==> config.mk <==
export PLATFORM = sky130hd
export DESIGN_NAME = board_manager
export DESIGN_NICKNAME = d
export VERILOG_FILES = /design/src/rtl/board_manager.sv
export SDC_FILE = /design/constraint.sdc
export NUM_CORES = 2
export LEC_CHECK = 0
export BUFFER_PORTS_ARGS = -buffer_cell sky130_fd_sc_hd__buf_2
export CAP_MARGIN = 20
export CORE_MARGIN = 3
export CORE_UTILIZATION = 30
export CTS_BUF_LIST = sky130_fd_sc_hd__clkbuf_16
export CTS_CLUSTER_DIAMETER = 30
export DETAILED_ROUTE_END_ITERATION = 10
export SYNTH_ARGS = -nofsm -noshare
export SYNTH_HDL_FRONTEND = slang
export SYNTH_SLANG_ARGS = --single-unit
==> constraint.sdc <==
create_clock -name i_clk -period 20.5 [get_ports i_clk]
set_clock_uncertainty 0.1 [all_clocks]
set_input_delay 1.025 -clock i_clk [delete_from_list [all_inputs] [get_ports i_clk]]
set_output_delay 1.025 -clock i_clk [all_outputs]
set_load 0.01 [all_outputs]
==> src/rtl/board_manager.sv <==
// Board RAM manager: copies the maze ROM on a reload edge, counts dots/pellets,
// services eat requests and serves renderer reads. Optional score output under BOARD_SCORE_EN.
module board_manager #(
    parameter int COLS   = 28,
    parameter int ROWS   = 31,
    parameter int ADDR_W = 10,
    parameter int CNT_W  = 10
) (
    input  logic              i_clk,
    input  logic              i_rst_n,
    input  logic              i_board_reload,
    output logic              o_board_reload_done,
    output logic [ADDR_W-1:0] o_rom_addr,
    input  logic [1:0]        i_rom_data,
    input  logic              i_eat_valid,
    input  logic [4:0]        i_eat_col,
    input  logic [4:0]        i_eat_row,
    output logic              o_eat_ready,
    output logic              o_eat_dot,
    output logic              o_eat_pellet,
    output logic [CNT_W-1:0]  o_dots_left,
    output logic              o_dot_clear,
    input  logic [4:0]        i_rd_col,
    input  logic [4:0]        i_rd_row,
    output logic [1:0]        o_rd_tile
`ifdef BOARD_SCORE_EN
   ,output logic [15:0]       o_score
`endif
);
    localparam int N = COLS * ROWS;
    localparam logic [ADDR_W-1:0] LAST_ADDR = ADDR_W'(N - 1);

    typedef enum logic [2:0] {IDLE, LOAD, FINISH, ACTIVE, EAT_RD, EAT_CHK} state_t;
    state_t state_reg, state_next;

    logic              reload_d_reg;
    logic              reload_rise;
    logic [1:0]        ram [N];
    logic [ADDR_W-1:0] rom_addr_reg;
    logic [ADDR_W-1:0] wr_addr_reg;
    logic              wr_en_reg;
    logic [ADDR_W-1:0] eat_addr_reg;
    logic              eat_oor_reg;
    logic [1:0]        eat_tile_reg;
    logic [CNT_W-1:0]  dots_reg;
    logic [1:0]        rd_tile_reg;
    logic              last_write;
    logic              eat_hit;

    function automatic logic in_range(input logic [4:0] col, input logic [4:0] row);
        return (int'(col) < COLS) && (int'(row) < ROWS);
    endfunction

    function automatic logic [ADDR_W-1:0] tile_addr(input logic [4:0] col, input logic [4:0] row);
        return ADDR_W'(int'(row) * COLS + int'(col));
    endfunction

    assign reload_rise = i_board_reload & ~reload_d_reg;
    // The final ROM word lands one cycle after its address, so LOAD ends on that write.
    assign last_write  = wr_en_reg && (wr_addr_reg == LAST_ADDR);
    assign eat_hit     = (state_reg == EAT_CHK) && !eat_oor_reg && eat_tile_reg[1] && !reload_rise;

    always_ff @(posedge i_clk or negedge i_rst_n) begin
        if (!i_rst_n) begin
            state_reg    <= IDLE;
            reload_d_reg <= 1'b0;
            rom_addr_reg <= '0;
            wr_addr_reg  <= '0;
            wr_en_reg    <= 1'b0;
            dots_reg     <= '0;
            eat_addr_reg <= '0;
            eat_oor_reg  <= 1'b0;
        end else begin
            state_reg    <= state_next;
            reload_d_reg <= i_board_reload;
            wr_addr_reg  <= rom_addr_reg;
            if (reload_rise) begin
                rom_addr_reg <= '0;
                wr_en_reg    <= 1'b0;
                dots_reg     <= '0;
            end else begin
                wr_en_reg <= (state_reg == LOAD) && !last_write;
                if (state_reg == LOAD && rom_addr_reg != LAST_ADDR)
                    rom_addr_reg <= rom_addr_reg + 1'b1;
                if (wr_en_reg && i_rom_data[1])
                    dots_reg <= dots_reg + 1'b1;
                else if (eat_hit && dots_reg != '0)
                    dots_reg <= dots_reg - 1'b1;
                if (state_reg == ACTIVE && i_eat_valid) begin
                    // Out-of-range requests park on address 0 and are flagged as empty.
                    eat_oor_reg  <= !in_range(i_eat_col, i_eat_row);
                    eat_addr_reg <= in_range(i_eat_col, i_eat_row) ?
                                    tile_addr(i_eat_col, i_eat_row) : '0;
                end
            end
        end
    end

    always_ff @(posedge i_clk) begin
        if (wr_en_reg)
            ram[wr_addr_reg] <= i_rom_data;
        else if (eat_hit)
            ram[eat_addr_reg] <= 2'd0;
        if (state_reg == EAT_RD)
            eat_tile_reg <= ram[eat_addr_reg];
    end

    // Read-before-write: a renderer read colliding with an eat write sees the old tile.
    always_ff @(posedge i_clk or negedge i_rst_n) begin
        if (!i_rst_n)
            rd_tile_reg <= 2'd0;
        else
            rd_tile_reg <= in_range(i_rd_col, i_rd_row) ? ram[tile_addr(i_rd_col, i_rd_row)] : 2'd0;
    end

    always_comb begin
        state_next          = state_reg;
        o_board_reload_done = 1'b0;
        o_eat_ready         = 1'b0;
        o_eat_dot           = 1'b0;
        o_eat_pellet        = 1'b0;
        o_dot_clear         = 1'b0;
        case (state_reg)
            IDLE:    state_next = IDLE;
            LOAD:    if (last_write) state_next = FINISH;
            FINISH: begin
                o_board_reload_done = 1'b1;
                state_next          = ACTIVE;
            end
            ACTIVE: begin
                o_eat_ready = 1'b1;
                o_dot_clear = (dots_reg == '0);
                if (i_eat_valid) state_next = EAT_RD;
            end
            EAT_RD: begin
                o_dot_clear = (dots_reg == '0);
                state_next  = EAT_CHK;
            end
            EAT_CHK: begin
                o_dot_clear  = (dots_reg == '0);
                o_eat_dot    = eat_hit && !eat_tile_reg[0];
                o_eat_pellet = eat_hit &&  eat_tile_reg[0];
                state_next   = ACTIVE;
            end
            default: state_next = IDLE;
        endcase
        if (reload_rise) state_next = LOAD;
    end

    assign o_rom_addr  = rom_addr_reg;
    assign o_dots_left = dots_reg;
    assign o_rd_tile   = rd_tile_reg;

`ifdef BOARD_SCORE_EN
    logic [15:0] score_reg;
    logic [16:0] score_sum;

    assign score_sum = {1'b0, score_reg} + (o_eat_pellet ? 17'd50 : (o_eat_dot ? 17'd10 : 17'd0));

    always_ff @(posedge i_clk or negedge i_rst_n) begin
        if (!i_rst_n)
            score_reg <= 16'd0;
        else
            score_reg <= score_sum[16] ? 16'hFFFF : score_sum[15:0];
    end

    assign o_score = score_reg;
`endif
endmodule

* After elaboration in Yosys (flattened, before gate mapping)
Memories as Yosys holds them, arrays and structs flattened. A register that Yosys moved wholly into a read port is not among the register bits.
Index checks and enable logic that the tools add are counted.
W data, S select, Z words.
** Operators by class
- Multiplexer cells :: 25
- Reductions and logical operators :: 27
- Equality and inequality tests :: 9
- Add/sub/neg operators :: 5
- Order comparisons :: 4
- Multipliers :: 2
- Bitwise logic cells :: 3
** Operators with widths (count)
- $mux W10 :: 7
- $add A10 B1 Y10 const B :: 2
- $add A10 B5 Y10 :: 2
- $lt A5 B5 Y1 const B :: 4
- $mul A5 B3 Y8 const B :: 2
- $logic_and A1 B1 Y1 :: 13
- $mux W1 :: 12
- $pmux W3 S4 :: 1
- $eq A10 B10 Y1 const B :: 1
- $logic_not A10 Y1 :: 1
- $ne A10 B10 Y1 const B :: 1
- $reduce_bool A10 Y1 :: 1
- $sub A10 B1 Y10 const B :: 1
- $mux W3 :: 3
- $eq A3 B2 Y1 const B :: 2
- $eq A3 B3 Y1 const B :: 2
- $ne A3 B3 Y1 const B :: 2
- $logic_not A1 Y1 :: 5
- $mux W2 :: 2
- $reduce_and A2 Y1 :: 2
- $reduce_or A2 Y1 :: 2
- $eq A3 B1 Y1 const B :: 1
- $reduce_bool A3 Y1 :: 1
- $reduce_or A3 Y1 :: 1
- 3 further kinds :: 4
** Storage, ports and cells
- Register bits after elaboration :: 48
- Memories kept :: 1
- Bits of input ports :: 26
- Bits in writable memories :: 1736
** Memories
- ram :: words 868, width 2, rd ports 2, clocked after Yosys merged registers in 1, wr ports 1, RTL line 38 : logic [1:0] ram [N];

* Longest topological paths before layout
- Depth in word-level cells :: 9
- Mapped depth :: 17
- Gate-level depth less buffers :: 14

* Least setup slack after synthesis
Ideal clock, no wire load.
- Kind :: input to register
- From :: input i_board_reload
- To :: memory ram[0][0], data pin
- Cell stages on the path :: 7
- Required time :: 17.938 ns
- Setup slack :: 4.911 ns
- Arrival :: 13.027 ns
- Setup time :: 2.462 ns
- Cells stage by stage :: nor2b_1 > clkbuf_1 > nor3_1 > nand2b_1 > clkbuf_1 > clkbuf_1 > and2_1
** On the way
- Word-level cells in the longest chain between the ends :: 8
** RTL lines
- start, declared :: RTL line 11 : input logic i_board_reload,
- $and A1 B1 Y1 :: RTL line 58 : assign reload_rise = i_board_reload & ~reload_d_reg;
- $logic_not A1 Y1 :: RTL line 61 : assign eat_hit = (state_reg == EAT_CHK) && !eat_oor_reg && eat_tile_reg[1] && !reload_rise;
- $logic_and A1 B1 Y1 :: RTL line 61
- $mux W1 :: RTL line 102 : else if (eat_hit)
- $mux W1 :: RTL line 100 : if (wr_en_reg)
- $mux W1 (implied by the code) :: RTL line 103 : ram[eat_addr_reg] <= 2'd0;
- $reduce_or A2 Y1 (no source line)
- $mux W2 (no source line)
- end, declared :: RTL line 38
Every way passes these cells.

* Final worst setup path
- From :: register reload_d_reg
- To :: memory ram[12][0], data pin
** On the way
- Word-level cells in the longest chain between the ends :: 9
** RTL lines
- start, declared :: RTL line 36 : logic reload_d_reg;
- start signal, assigned :: RTL line 75 : reload_d_reg <= i_board_reload;
- $not A1 Y1 :: RTL line 58
- $and A1 B1 Y1 :: RTL line 58
- $logic_not A1 Y1 :: RTL line 61
- $logic_and A1 B1 Y1 :: RTL line 61
- $mux W1 :: RTL line 102
- $mux W1 :: RTL line 100
- $mux W1 (implied by the code) :: RTL line 103
- $reduce_or A2 Y1 (no source line)
- $mux W2 (no source line)
Every way passes these cells.

==> impl_metrics.ini <==
[status]
status = completed

[floorplanning]
design.die.area_mm2 = 0.299
io_pins = 53
fp.dieH_um = 546
die-width_um = 546
num_rows = 197
start_util_pct = 30.3
coreArea_mm2 = 0.289

[finish]
largest_reg_flops = 1736
area_growth_pct = 20.7
fin_util_pct = 36.5
finalNonFillerCells = 9351
num-nets-final = 5228
top_register = ram
drive_above_1_share_pct = 35.1

[timing]
fmax_ghz = 0.144
min_period_over_period_pct = 33.8
maxSlewHeadroom_pct = 12.0
hold_slack_ns = 0.133
setup_viol = 0
max_slew.worst_pin.slew_ns = 1.32
rsz0062_at_grt = no
final.min_clock_period_ns = 6.93
finalHoldViolCount = 0
slew_violations = 0
tns_ns = 0

[pwr]
p_leak_nw = 33.0
ir_drop_v = 0.000149
power_density_mw_per_mm2 = 132
p_total_mw = 13.9

[synthesis]
ys_seq_area_share_pct = 60.9
ys.flop_type = edfxtp_1
async_reset_ff_share_pct = 2.69
synth_area_mm2 = 0.0876
yosysUniqueCellTypes = 62
synthCells = 4990
synth_edf_count = 1738
syn-num-nets = 5060
syn_area_per_cell_um2 = 17.6
ys_warn_count = 0
ys_ff_latch = 1786

[global_routing]
grt.total_usage_pct = 18.4
grt_pass1_vias = 54400
grt_max_degree = 208
grt_pass1_wl_mm = 401
antenna_found_initial = 14
grt_overflow_total = 0

[clocking]
clock-sinks = 1786
cts_resized = 0
cts_setup_buffers = 0
ctsRootBufferMaster = clkbuf_16
clk_path_buf_depth = 4
path_clk_slew_ns = 0.04
cts_tree = yes
clk_latency_ns = 1.00
ctsHoldBuffers = 0
cts_max_level = 5
cts-buffers-inserted = 390

[critical_path]
cp_cell_sequence = nor2b_2 -> nor3_1 -> nand2b_1 -> and2_4 -> buf_4 -> buf_4 -> buf_4 -> buf_4
worstPathRequired_ns = 20.98
cp-end-kind = flip-flop
crit_type = reg -> reg
worstPathMaxFanout = 97
critical_path_arrival_ns = 7.41
cp_common_cell = buf_4
critPathMaxStageDelay_ns = 0.88
crit_slowest_cell = buf_4
start_kind = flip-flop

[detailed_routing]
dr_total_vias = 53500
drc = 0
viasPerCell = 5.72
totalWireLength_mm = 281
first_pass_iters = 8
first_iter_violations = 7811
ant_nets = 0
post_drt_wl_per_cell_um = 30.1

[run]
maxCapViolations = 0

[placement]
hpwl_mm = 165
portBuffers = 52
dp.cells = 8640
routabilityCongestion = 0.848

[min_path]
min_path_type = in -> reg
where the power goes:
part           internal (mW)  total [mW]  leakage, nW  switching (mW)
clock                   4.26        6.28         6.48            2.02
combinational           1.52        3.49         10.3            1.96
sequential              4.06        4.18         16.2           0.116
total                   9.84        13.9         33.0            4.10
cells by family (layout without fill, tap and decap cells):
kind of cell             after synthesis  count (layout)  share of synthesized area (%)
flip-flops                          1786            1786                           60.9
buffers and inverters                464             941                           2.32
other                                  0               4                              0
AND/OR/NAND/NOR                     1216            1216                           5.56
adder cells (fa/ha/maj)               44              44                          0.740
multiplexers                        1179            1179                           28.0
XOR/XNOR                              27              27                          0.310
AO/OA/AOI/OAI                        274             274                           2.11
critical path: cells and delay by family, from the launching register on:
family	cells	cell delay, ns
buffers and inverters	4	3.30
DFF	1	0.38
and+or+nand+nor	4	2.51
synth_stat cells (all sizes together), types with 12 or more instances:
cell type	n	area share, %
nand2	134	0.57
o21ai	29	0.17
xnor2	13	0.13
clkbuf	203	0.87
a221oi	18	0.18
nor2	946	4.1
buf	229	1.3
a31oi	13	0.093
edfxtp	1738	60
mux4	1021	26
mux2i	157	1.8
fa	13	0.30
nand3	31	0.18
a22o	13	0.13
dfrtp	48	1.4
a22oi	82	0.70
a21oi	75	0.43
inv	32	0.14
nor3	25	0.14
xor2	12	0.13
ha	31	0.44
layer usage:
metal,wire length [um],global-route usage [%],part of all wire (%)
met5,21,0,0.0075
met4,9540,6.40,3.4
met3,32800,4.73,12
met2,130000,28.3,46
met1,109000,25.3,39
final timing paths:
check | from | endpoint | slack [ns] | cells past startpoint
max in group asynchronous | i_rst_n | eat_addr_reg[4] | 19.57 | 2
min in group asynchronous | i_rst_n | o_rd_tile[1] | 0.16 | 2
worst min-delay path | i_board_reload | reload_d_reg | 0.13 | 1
worst max register to register | reload_d_reg | ram[12][0] | 13.57 | 8
worst max-delay path | reload_d_reg | ram[12][0] | 13.57 | 8
worst min register to register | o_rom_addr[9] | wr_addr_reg[9] | 0.37 | 0
placed cells by master, fill, tap and decap left out, types with 50 or more instances in the layout:
| master | count |
|---|---|
| a21oi_1 | 75 |
| a22oi_1 | 82 |
| buf_2 | 50 |
| buf_4 | 139 |
| bufinv_16 | 60 |
| clkbuf_16 | 398 |
| clkinv_2 | 61 |
| clkinvlp_4 | 53 |
| edfxtp_1 | 1738 |
| inv_1 | 65 |
| mux2i_1 | 157 |
| mux4_2 | 1021 |
| nand2_1 | 102 |
| nor2_1 | 938 |
metrics by stage:
| stage | cell area [um^2] | worst slack (ns) |
|---|---|---|
| 3_5_place_dp | 92400 | 12.82 |
| 2_1_floorplan | 87600 | 4.91 |
| 4_1_cts | 106000 | 13.34 |
| 5_1_grt | 106000 | 13.01 |
| 6_report | 106000 | 13.57 |
| 3_3_place_gp | 92300 | 13.11 |
layout make-up:
cell class                      count  area [um^2]
Antenna cell                        4         10.0
Clock buffer                      398         9960
Clock inverter                    303         3270
Fill cell                       26700       184000
Inverter                           32          120
Multi-Input combinational cell   2740        32400
Sequential cell                  1786        53400
Tap cell                         3880         4850
Timing Repair Buffer              208         1700
(Power assumes the default switching activity.)
